### src/rtl/mem_bus_if.sv
// mem_bus_if: memory bus interface for the 8-bit RISC CPU.
//
// Turns the level strobes rd/wr from the control FSM into request/acknowledge
// transactions on a wait-stated memory bus. A launch is the rising edge of rd or
// wr. One launch arriving while the bus is busy is parked in a single-entry
// pending buffer. Read data is latched on cpu_rdata for the IR and accumulator.
// Protocol problems raise a sticky err flag that only rst clears.
//
// Optional feature: define MEMBUS_TIMEOUT_EN to abort a request that has not
// been acknowledged within TIMEOUT cycles. Without it, a request waits forever.
//
// Ports:
//   clk, rst             clock (rising edge), synchronous active-high reset
//   rd, wr, sel          control strobes; sel picks pc_addr (1) or ir_addr (0)
//   pc_addr, ir_addr     address sources
//   acc_out              write data source
//   mem_addr, mem_wdata  registered bus address / write data
//   mem_req, mem_we      bus request (held until ack) and direction
//   mem_ack, mem_rdata   bus acknowledge (single cycle) and read data
//   cpu_rdata            last completed read data
//   done                 one-cycle completion pulse
//   busy                 transaction active or pending
//   err                  sticky protocol error
module mem_bus_if #(
    parameter int unsigned AW      = 13,
    parameter int unsigned DW      = 8,
    parameter int unsigned TIMEOUT = 15
) (
    input  logic          clk,
    input  logic          rst,
    input  logic          rd,
    input  logic          wr,
    input  logic          sel,
    input  logic [AW-1:0] pc_addr,
    input  logic [AW-1:0] ir_addr,
    input  logic [DW-1:0] acc_out,
    output logic [AW-1:0] mem_addr,
    output logic [DW-1:0] mem_wdata,
    output logic          mem_req,
    output logic          mem_we,
    input  logic          mem_ack,
    input  logic [DW-1:0] mem_rdata,
    output logic [DW-1:0] cpu_rdata,
    output logic          done,
    output logic          busy,
    output logic          err
);

    typedef enum logic [1:0] {StIdle, StReq, StDone} state_e;

    state_e        state_q;
    logic          rd_q, wr_q;
    logic          pend_valid_q;
    logic [AW-1:0] pend_addr_q;
    logic          pend_we_q;
    logic [DW-1:0] pend_wdata_q;

    logic          rd_rise, wr_rise, launch;
    logic [AW-1:0] launch_addr;
    logic          pend_store, pend_take, pend_drop;
    logic          timeout_hit;

    assign rd_rise     = rd & ~rd_q;
    assign wr_rise     = wr & ~wr_q;
    assign launch      = rd_rise | wr_rise;
    assign launch_addr = sel ? pc_addr : ir_addr;

    // In IDLE a full pending entry is promoted to the bus this cycle, so a
    // coincident launch takes its place; elsewhere a launch needs a free slot.
    assign pend_take  = (state_q == StIdle) & pend_valid_q;
    assign pend_store = launch & ((state_q == StIdle) ? pend_valid_q : ~pend_valid_q);
    assign pend_drop  = launch & (state_q != StIdle) & pend_valid_q;

`ifdef MEMBUS_TIMEOUT_EN
    localparam int unsigned   CW      = $clog2(TIMEOUT + 1);
    localparam logic [CW-1:0] ToLast  = CW'(TIMEOUT - 1);

    logic [CW-1:0] to_cnt_q;

    // Abort on the edge where the count would reach TIMEOUT, so mem_req stays
    // high for exactly TIMEOUT cycles.
    assign timeout_hit = (to_cnt_q == ToLast);

    always_ff @(posedge clk) begin
        if (rst || state_q != StReq) begin
            to_cnt_q <= '0;
        end else if (!mem_ack) begin
            to_cnt_q <= to_cnt_q + 1'b1;
        end
    end
`else
    logic unused_timeout;
    assign unused_timeout = ^TIMEOUT;
    assign timeout_hit    = 1'b0;
`endif

    always_ff @(posedge clk) begin
        if (rst) begin
            pend_valid_q <= 1'b0;
            pend_addr_q  <= '0;
            pend_we_q    <= 1'b0;
            pend_wdata_q <= '0;
        end else if (pend_store) begin
            pend_valid_q <= 1'b1;
            pend_addr_q  <= launch_addr;
            pend_we_q    <= wr_rise;
            pend_wdata_q <= acc_out;
        end else if (pend_take) begin
            pend_valid_q <= 1'b0;
        end
    end

    always_ff @(posedge clk) begin
        if (rst) begin
            state_q   <= StIdle;
            rd_q      <= 1'b0;
            wr_q      <= 1'b0;
            mem_addr  <= '0;
            mem_wdata <= '0;
            mem_req   <= 1'b0;
            mem_we    <= 1'b0;
            cpu_rdata <= '0;
            done      <= 1'b0;
            busy      <= 1'b0;
            err       <= 1'b0;
        end else begin
            rd_q <= rd;
            wr_q <= wr;
            unique case (state_q)
                StIdle: begin
                    if (pend_valid_q) begin
                        state_q  <= StReq;
                        mem_req  <= 1'b1;
                        mem_addr <= pend_addr_q;
                        mem_we   <= pend_we_q;
                        if (pend_we_q) mem_wdata <= pend_wdata_q;
                        busy     <= 1'b1;
                    end else if (launch) begin
                        state_q  <= StReq;
                        mem_req  <= 1'b1;
                        mem_addr <= launch_addr;
                        mem_we   <= wr_rise;
                        if (wr_rise) mem_wdata <= acc_out;
                        busy     <= 1'b1;
                    end else begin
                        busy <= 1'b0;
                    end
                end
                StReq: begin
                    busy <= 1'b1;
                    if (mem_ack) begin
                        state_q <= StDone;
                        mem_req <= 1'b0;
                        done    <= 1'b1;
                        if (!mem_we) cpu_rdata <= mem_rdata;
                    end else if (timeout_hit) begin
                        state_q <= StDone;
                        mem_req <= 1'b0;
                        done    <= 1'b1;
                        err     <= 1'b1;
                    end
                end
                StDone: begin
                    state_q <= StIdle;
                    done    <= 1'b0;
                    // Either the waiting entry or a fresh launch keeps us busy.
                    busy    <= pend_valid_q | launch;
                end
                default: state_q <= StIdle;
            endcase
            if ((rd_rise & wr_rise) | pend_drop | (mem_ack & (state_q != StReq))) begin
                err <= 1'b1;
            end
        end
    end

endmodule
### config.mk
export PLATFORM = sky130hd
export DESIGN_NAME = mem_bus_if
export DESIGN_NICKNAME = d
export VERILOG_FILES = /design/src/rtl/mem_bus_if.sv
export SDC_FILE = /design/constraint.sdc
export NUM_CORES = 1
export LEC_CHECK = 0
export BUFFER_PORTS_ARGS = -buffer_cell sky130_fd_sc_hd__buf_2
export CAP_MARGIN = 15
export CORE_MARGIN = 2
export CORE_UTILIZATION = 57
export CTS_BUF_LIST = sky130_fd_sc_hd__clkbuf_8
export DETAILED_ROUTE_END_ITERATION = 6
export GPL_TIMING_DRIVEN = 1
export PLACE_DENSITY = 0.87
export SYNTH_ARGS = -nofsm -noshare
export SYNTH_HDL_FRONTEND = slang
export SYNTH_SLANG_ARGS = --single-unit
### constraint.sdc
create_clock -name clk -period 5.2 [get_ports clk]
set_input_delay 1.04 -clock clk [delete_from_list [all_inputs] [get_ports clk]]
set_output_delay 1.04 -clock clk [all_outputs]
set_load 0.02 [all_outputs]
==> results.sh, run 1 <==
export IMPL_start_util_pct=60.3
export IMPL_synth_area_per_cell_um2=9.31
export IMPL_cts_max_path_buffers=2
export IMPL_min_period_over_period_pct=47.7
export IMPL_boundaryPins=82
export IMPL_startpoint_type="flip-flop"
export IMPL_synth_edff_count=0
export IMPL_postRouteAntennaNets=0
export IMPL_overflow=0
export IMPL_wl_um=5870
export IMPL_stdcell_area_mm2=0.00324
export IMPL_synth_seq_area_share_pct=45.6
export IMPL_dieHeight_um=72.6
export IMPL_post_drt_wl_per_cell_um=14.1
export IMPL_max_cap_violations=0
export IMPL_root_buffer="clkbuf_8"
export IMPL_drtIter0Drc=156
export IMPL_area_growth_pct=20.9
export IMPL_hold_class="flip-flop to flip-flop"
export IMPL_io_buffers=81
export IMPL_total_leakage_power_uw=0.00144
export IMPL_synth_seq_cells=61
export IMPL_ys_top_cells_by_count="61 x dfxtp_1, 43 x nand2_1, 28 x a21oi_1, 23 x nor2_1, 21 x mux2i_1"
export IMPL_whs_ns=0.454
export IMPL_synth_cell_types=30
export IMPL_syn_inst=288
export IMPL_finalHoldViolCount=0
export IMPL_cts_clk_slew_worst_paths_ns=0.07
export IMPL_htree_num_levels=3
export IMPL_dieArea_mm2=0.00527
export IMPL_synth_warnings=0
export IMPL_tns_ns=0
export IMPL_required_ns=5.46
export IMPL_status="finished, final reports clean"
export IMPL_fmax_mhz=403
export IMPL_grt_max_degree=51
export IMPL_grt_setup_unrepaired="no"
export IMPL_grt_pass1_wl_um=9760
export IMPL_placed_area_mm2=0.00306
export IMPL_ff2ff_setup_slack_ns=2.72
export IMPL_hold_buffers=0
export IMPL_vias=2328
export IMPL_ir_drop_v=0.000260
export IMPL_grt_pass1_vias=2208
export IMPL_multi_input_area_mm2=0.00135
export IMPL_worstPathArrival_ns=2.73
export IMPL_die_w_um=72.6
export IMPL_finalSetupViolations=0
export IMPL_cp_max_fo=22
export IMPL_cts_buffers=9
export IMPL_drc=0
export IMPL_drt_first_pass_iters=4
export IMPL_core_rowCount=24
export IMPL_period_needed_ns=2.48
export IMPL_drive_above_1_share_pct=33.5
export IMPL_post_cts_buffers=0
export IMPL_avgViaCountPerCell=5.60
export IMPL_synth_top_area_share_pct=45.6
export IMPL_clock_latency_ns=0.33
export IMPL_fin_nets=409
export IMPL_synth_area_leaders="dfxtp_1 46%, mux2i_1 7.8%, nand2_1 6.0%, mux2_2 5.5%, a21oi_1 5.2%"
export IMPL_gp_congestion=0.806
export IMPL_drv_slew=0
export IMPL_p_per_area_mw_per_mm2=387
export IMPL_antenna_found_initial=0
export IMPL_netlist_area_mm2=0.00268
export IMPL_synth_top_flop_cell="dfxtp_1"
export IMPL_relSlewSlack_pct=30.8
export IMPL_async_flop_share_pct=0
export IMPL_synth_most_common_cell="dfxtp_1"
export IMPL_skew_ns=0.00781
export IMPL_dpl_hpwl_um=3870
export IMPL_cts_tree="done"
export IMPL_antennaDiodeCount=0
export IMPL_cp_end_kind="flip-flop"
export IMPL_synth_top_area_cell="dfxtp_1"
export IMPL_regArea_mm2=0.00122
export IMPL_track_usage_pct=23.8
export IMPL_setup_worst_path_class="flip-flop to flip-flop"
export IMPL_nFillCells=325
export IMPL_tightest_slew_ns=1.04
export IMPL_clkSinkCount=61
export IMPL_syn_num_nets=337
export IMPL_core_area_mm2=0.00444
export IMPL_cts_resized=0
-- final cells by class --
type	instances	share of cell area [%]
inverter	4	0.463
sequential	61	37.7
clock buffer	12	5.10
multi-input combinational	202	41.6
clock inverter	3	0.386
tap	52	2.01
timing repair buffer	82	12.7
-- kinds of logic (layout without fill, tap and decap cells) --
kind of cell / count (synthesis) / count (layout) / synth area share (%)
and+or+nand+nor: 93 / 93 / 16.8
AOI/OAI and AO/OA: 74 / 74 / 19.6
DFF: 61 / 61 / 45.6
muxes: 34 / 34 / 13.3
buffers and inverters: 25 / 101 / 4.29
adders and majority gates: 1 / 1 / 0.467
-- flip-flops by register name (all words and copies together), names as in the netlist --
register / flops
mem_addr: 13
pend_addr_q: 13
cpu_rdata: 8
mem_wdata: 8
pend_wdata_q: 8
state_q: 2
busy: 1
done: 1
err: 1
mem_req: 1
mem_we: 1
pend_valid_q: 1
pend_we_q: 1
rd_q: 1
wr_q: 1
-- layer usage --
metal / global-route usage [%] / share of wire (%) / up-vias / routed length [µm]
met1: 27.8 / 42 / 1083 / 2470
met3: 6.91 / 5.9 / 15 / 345
met2: 39.8 / 50 / 80 / 2920
met5: 0 / 0 / - / 0
li1: - / - / 1150 / -
met4: 11.9 / 2.3 / 0 / 132
-- stage by stage --
| stage | util (%) | std cells | power [µW] | worst slack (ns) |
|---|---|---|---|---|
| 4_1_cts | 72.9 | 416 | 1260 | 2.73 |
| 2_1_floorplan | - | 288 | 801 | 3.20 |
| 5_1_grt | 72.9 | 416 | 1320 | 2.53 |
| 6_report | 72.9 | 416 | 1250 | 2.72 |
| 3_3_place_gp | 68.9 | 401 | 873 | 2.56 |
| 3_5_place_dp | 68.9 | 401 | 885 | 2.50 |
-- cell usage in the layout (no fill, tap or decap) --
cell type	Yosys	routed
buf_2	5	81
dfxtp_1	61	61
nand2_1	43	43
a21oi_1	28	27
nor2_1	23	23
mux2i_1	21	21
mux2_2	13	13
o31ai_1	13	13
nand3b_1	13	13
clkbuf_8	0	12
o21ai_0	10	10
a21boi_0	8	8
a211oi_2	8	8
inv_1	4	6
nor2b_1	5	5
nand2b_1	2	2
nor3_1	2	2
a211oi_1	2	2
nor2_2	1	1
nor4b_1	1	1
a21oi_2	0	1
a21o_1	1	1
or2b_1	1	1
o31ai_4	1	1
or3b_4	1	1
a21boi_4	1	1
nor3_4	1	1
a311oi_1	1	1
a31oi_1	1	1
ha_1	1	1
clkinv_2	0	1
buf_4	0	1
-- where the power goes --
group | switching, µW | leakage (µW) | internal (µW)
sequential | 36.1 | 0.000501 | 527
combinational | 195 | 0.000843 | 120
clock | 171 | 0.000101 | 205
-- critical path: stages, from the launching register on --
cell and delay, ns:
dfxtp_1 0.40, nor2_2 0.49, ha_1 0.39, a21oi_2 0.77, nand2_1 0.14, a21oi_1 0.20
-- worst paths after layout --
path	start	end	cells after the start
hold reg to reg	pend_wdata_q[7]	pend_wdata_q[7]	2
setup / recovery	state_q[1]	pend_addr_q[7]	5
hold / removal	pend_wdata_q[7]	pend_wdata_q[7]	2
setup reg to reg	state_q[1]	pend_addr_q[7]	5
No activity file was read; power rests on OpenSTA's default activity.
==> run 2: changes to the inputs <==
--- a/config.mk
+++ b/config.mk
@@ -8,11 +8,11 @@
 export BUFFER_PORTS_ARGS = -buffer_cell sky130_fd_sc_hd__buf_2
 export CAP_MARGIN = 15
 export CORE_MARGIN = 2
-export CORE_UTILIZATION = 57
+export CORE_UTILIZATION = 48
 export CTS_BUF_LIST = sky130_fd_sc_hd__clkbuf_8
 export DETAILED_ROUTE_END_ITERATION = 6
 export GPL_TIMING_DRIVEN = 1
-export PLACE_DENSITY = 0.87
+export PLACE_DENSITY = 0.78
 export SYNTH_ARGS = -nofsm -noshare
 export SYNTH_HDL_FRONTEND = slang
 export SYNTH_SLANG_ARGS = --single-unit
==> constraint.sdc (replaced) <==
create_clock -name clk -period 2 [get_ports clk]
set_input_delay 0.4 -clock clk [delete_from_list [all_inputs] [get_ports clk]]
set_output_delay 0.4 -clock clk [all_outputs]
set_load 0.02 [all_outputs]
==> run 2 against run 1 <==
Effect of this change: wire length down 3.1%; global-route usage down 5.0 points; critical path depth up 1; fmax up 41%; core utilization down 12 points; sequential cell count unchanged; register-to-register slack worse by 2.5 ns; highest routed layer unchanged; die area up 18%; worst hold slack worse by 0.15 ns; clock skew down 0.0043 ns; design area up 2.9%; sequential power rose to 2.6 times the previous value.
==> results.sh, run 2 (synthesis gave the netlist of run 1 again) <==
export IMPL_status="finished, final reports clean"
export IMPL_dieHeight_um=78.7
export IMPL_antennaDiodeCount=0
export IMPL_path_delay_family="flip-flops"
export IMPL_worstPathArrival_ns=2.02
export IMPL_startpoint_type="flip-flop"
export IMPL_layout_common_cells="81 x buf_2, 61 x dfxtp_1, 43 x nand2_1"
export IMPL_total_leakage_power_uw=0.00148
export IMPL_hold_buffers=0
export IMPL_nFillCells=485
export IMPL_postRouteAntennaNets=0
export IMPL_track_usage_pct=18.8
export IMPL_ff2ff_setup_slack_ns=0.24
export IMPL_drt_first_pass_iters=5
export IMPL_post_drt_wl_per_cell_um=12.8
export IMPL_grt_pass1_wl_um=9250
export IMPL_finalSetupViolations=0
export IMPL_rr_startpoint="state_q[1]"
export IMPL_gp_congestion=0.760
export IMPL_wl_um=5680
export IMPL_tns_ns=0
export IMPL_clkSinkCount=61
export IMPL_worstHoldPathCells=3
export IMPL_finalHoldViolCount=0
export IMPL_top_regs="mem_addr x13, pend_addr_q x13"
export IMPL_core_rowCount=27
export IMPL_skew_ns=0.00350
export IMPL_path_cells="nor2_2 -> ha_1 -> a21oi_2 -> buf_4 -> nand2_1 -> a21oi_1"
export IMPL_timing_rr_end="pend_addr_q[4]"
export IMPL_drc=0
export IMPL_cts_max_path_buffers=2
export IMPL_cp_end_kind="flip-flop"
export IMPL_whs_ns=0.306
export IMPL_dpl_hpwl_um=3980
export IMPL_boundaryPins=82
export IMPL_path_depth=6
export IMPL_max_cap_violations=0
export IMPL_drive_above_1_share_pct=35.5
export IMPL_required_ns=2.25
export IMPL_setup_worst_path_class="flip-flop to flip-flop"
export IMPL_vias=2270
export IMPL_pwr_share_clk_pct=31.4
export IMPL_grt_setup_unrepaired="no"
export IMPL_cp_max_fo=9
export IMPL_p_per_area_mw_per_mm2=1000
export IMPL_hold_end="cpu_rdata[4]"
export IMPL_antenna_found_initial=0
export IMPL_tightest_slew_ns=0.490
export IMPL_root_buffer="clkbuf_8"
export IMPL_drv_slew=0
export IMPL_period_needed_ns=1.76
export IMPL_post_cts_buffers=0
export IMPL_slowest_delay_ns=0.52
export IMPL_core_area_mm2=0.00544
export IMPL_grt_max_degree=29
export IMPL_cts_buffers=9
export IMPL_dieArea_mm2=0.00620
export IMPL_cts_clk_slew_worst_paths_ns=0.06
export IMPL_io_buffers=81
export IMPL_p_total_uw=3350
export IMPL_fmax_mhz=568
export IMPL_hold_class="primary input to flip-flop"
export IMPL_overflow=0
export IMPL_min_period_over_period_pct=88.1
export IMPL_start_util_pct=49.3
export IMPL_multi_input_area_mm2=0.00135
export IMPL_die_w_um=78.7
export IMPL_htree_num_levels=3
export IMPL_cp_slowest_cell="dfxtp_1"
export IMPL_grt_pass1_vias=2169
export IMPL_internal_power_uw=2300
export IMPL_layout_commonest_cell="buf_2"
export IMPL_area_growth_pct=24.3
export IMPL_cts_tree="done"
export IMPL_ir_drop_v=0.000623
export IMPL_drtIter0Drc=104
export IMPL_clock_latency_ns=0.33
export IMPL_rr_worst_depth=6
export IMPL_hp_start="mem_rdata[4]"
export IMPL_avgViaCountPerCell=5.11
export IMPL_seqPwrFrac_pct=43.7
export IMPL_swShare_pct=31.2
export IMPL_p_comb_share_pct=25.0
export IMPL_cts_resized=0
export IMPL_relSlewSlack_pct=67.2
export IMPL_regArea_mm2=0.00122
export IMPL_fin_nets=416
export IMPL_path_buf_inv=1
export IMPL_switching_power_uw=1050
## run 2: worst register-to-register path: stages, from the launching register on
cell and delay [ns]:
dfxtp_1 0.52, nor2_2 0.09, ha_1 0.33, a21oi_2 0.32, buf_4 0.24, nand2_1 0.06, a21oi_1 0.13
## run 2: cell type report
class | instances | share of cell area [%]
Multi-Input combinational cell | 202 | 40.5
Sequential cell | 61 | 36.7
Timing Repair Buffer | 89 | 14.0
Clock buffer | 10 | 4.13
Tap cell | 72 | 2.70
Clock inverter | 6 | 1.61
Inverter | 4 | 0.451
## run 2: layer usage
layer	wire (µm)	global-route usage, %	share of wire, %	vias to the layer above
met5	0	0	0	-
met2	2710	31.5	48	71
met4	50	8.60	0.88	0
li1	-	-	-	1164
met3	386	5.11	6.8	5
met1	2540	22.5	45	1030
## run 2: how the worst max path moves through the flow
stage	startpoint	endpoint	slack [ns]
floorplan	state_q[1]	pend_wdata_q[0]	0.1
global placement	state_q[1]	pend_wdata_q[1]	0.25
detailed placement	state_q[1]	pend_wdata_q[2]	0.18
CTS	state_q[1]	pend_addr_q[4]	0.12
global route	state_q[1]	pend_addr_q[3]	0.11
finish	state_q[1]	pend_addr_q[4]	0.24
## run 2: power groups by stage
stage / clock (µW) / sequential, µW / combinational (µW)
after floorplan: 0 / 1570 / 518
after global placement: 0 / 1480 / 825
after detailed placement: 0 / 1490 / 840
after CTS: 1070 / 1460 / 846
after global routing: 1120 / 1480 / 923
final: 1050 / 1460 / 836
## run 2: per-stage QoR
step	area [µm²]	util, %	worst slack [ns]	instances
after floorplan	2680	-	0.0998	288
after global placement	3140	57.7	0.246	428
after detailed placement	3140	57.7	0.178	428
after CTS	3330	61.2	0.118	444
after global routing	3330	61.3	0.115	444
final	3330	61.3	0.238	444
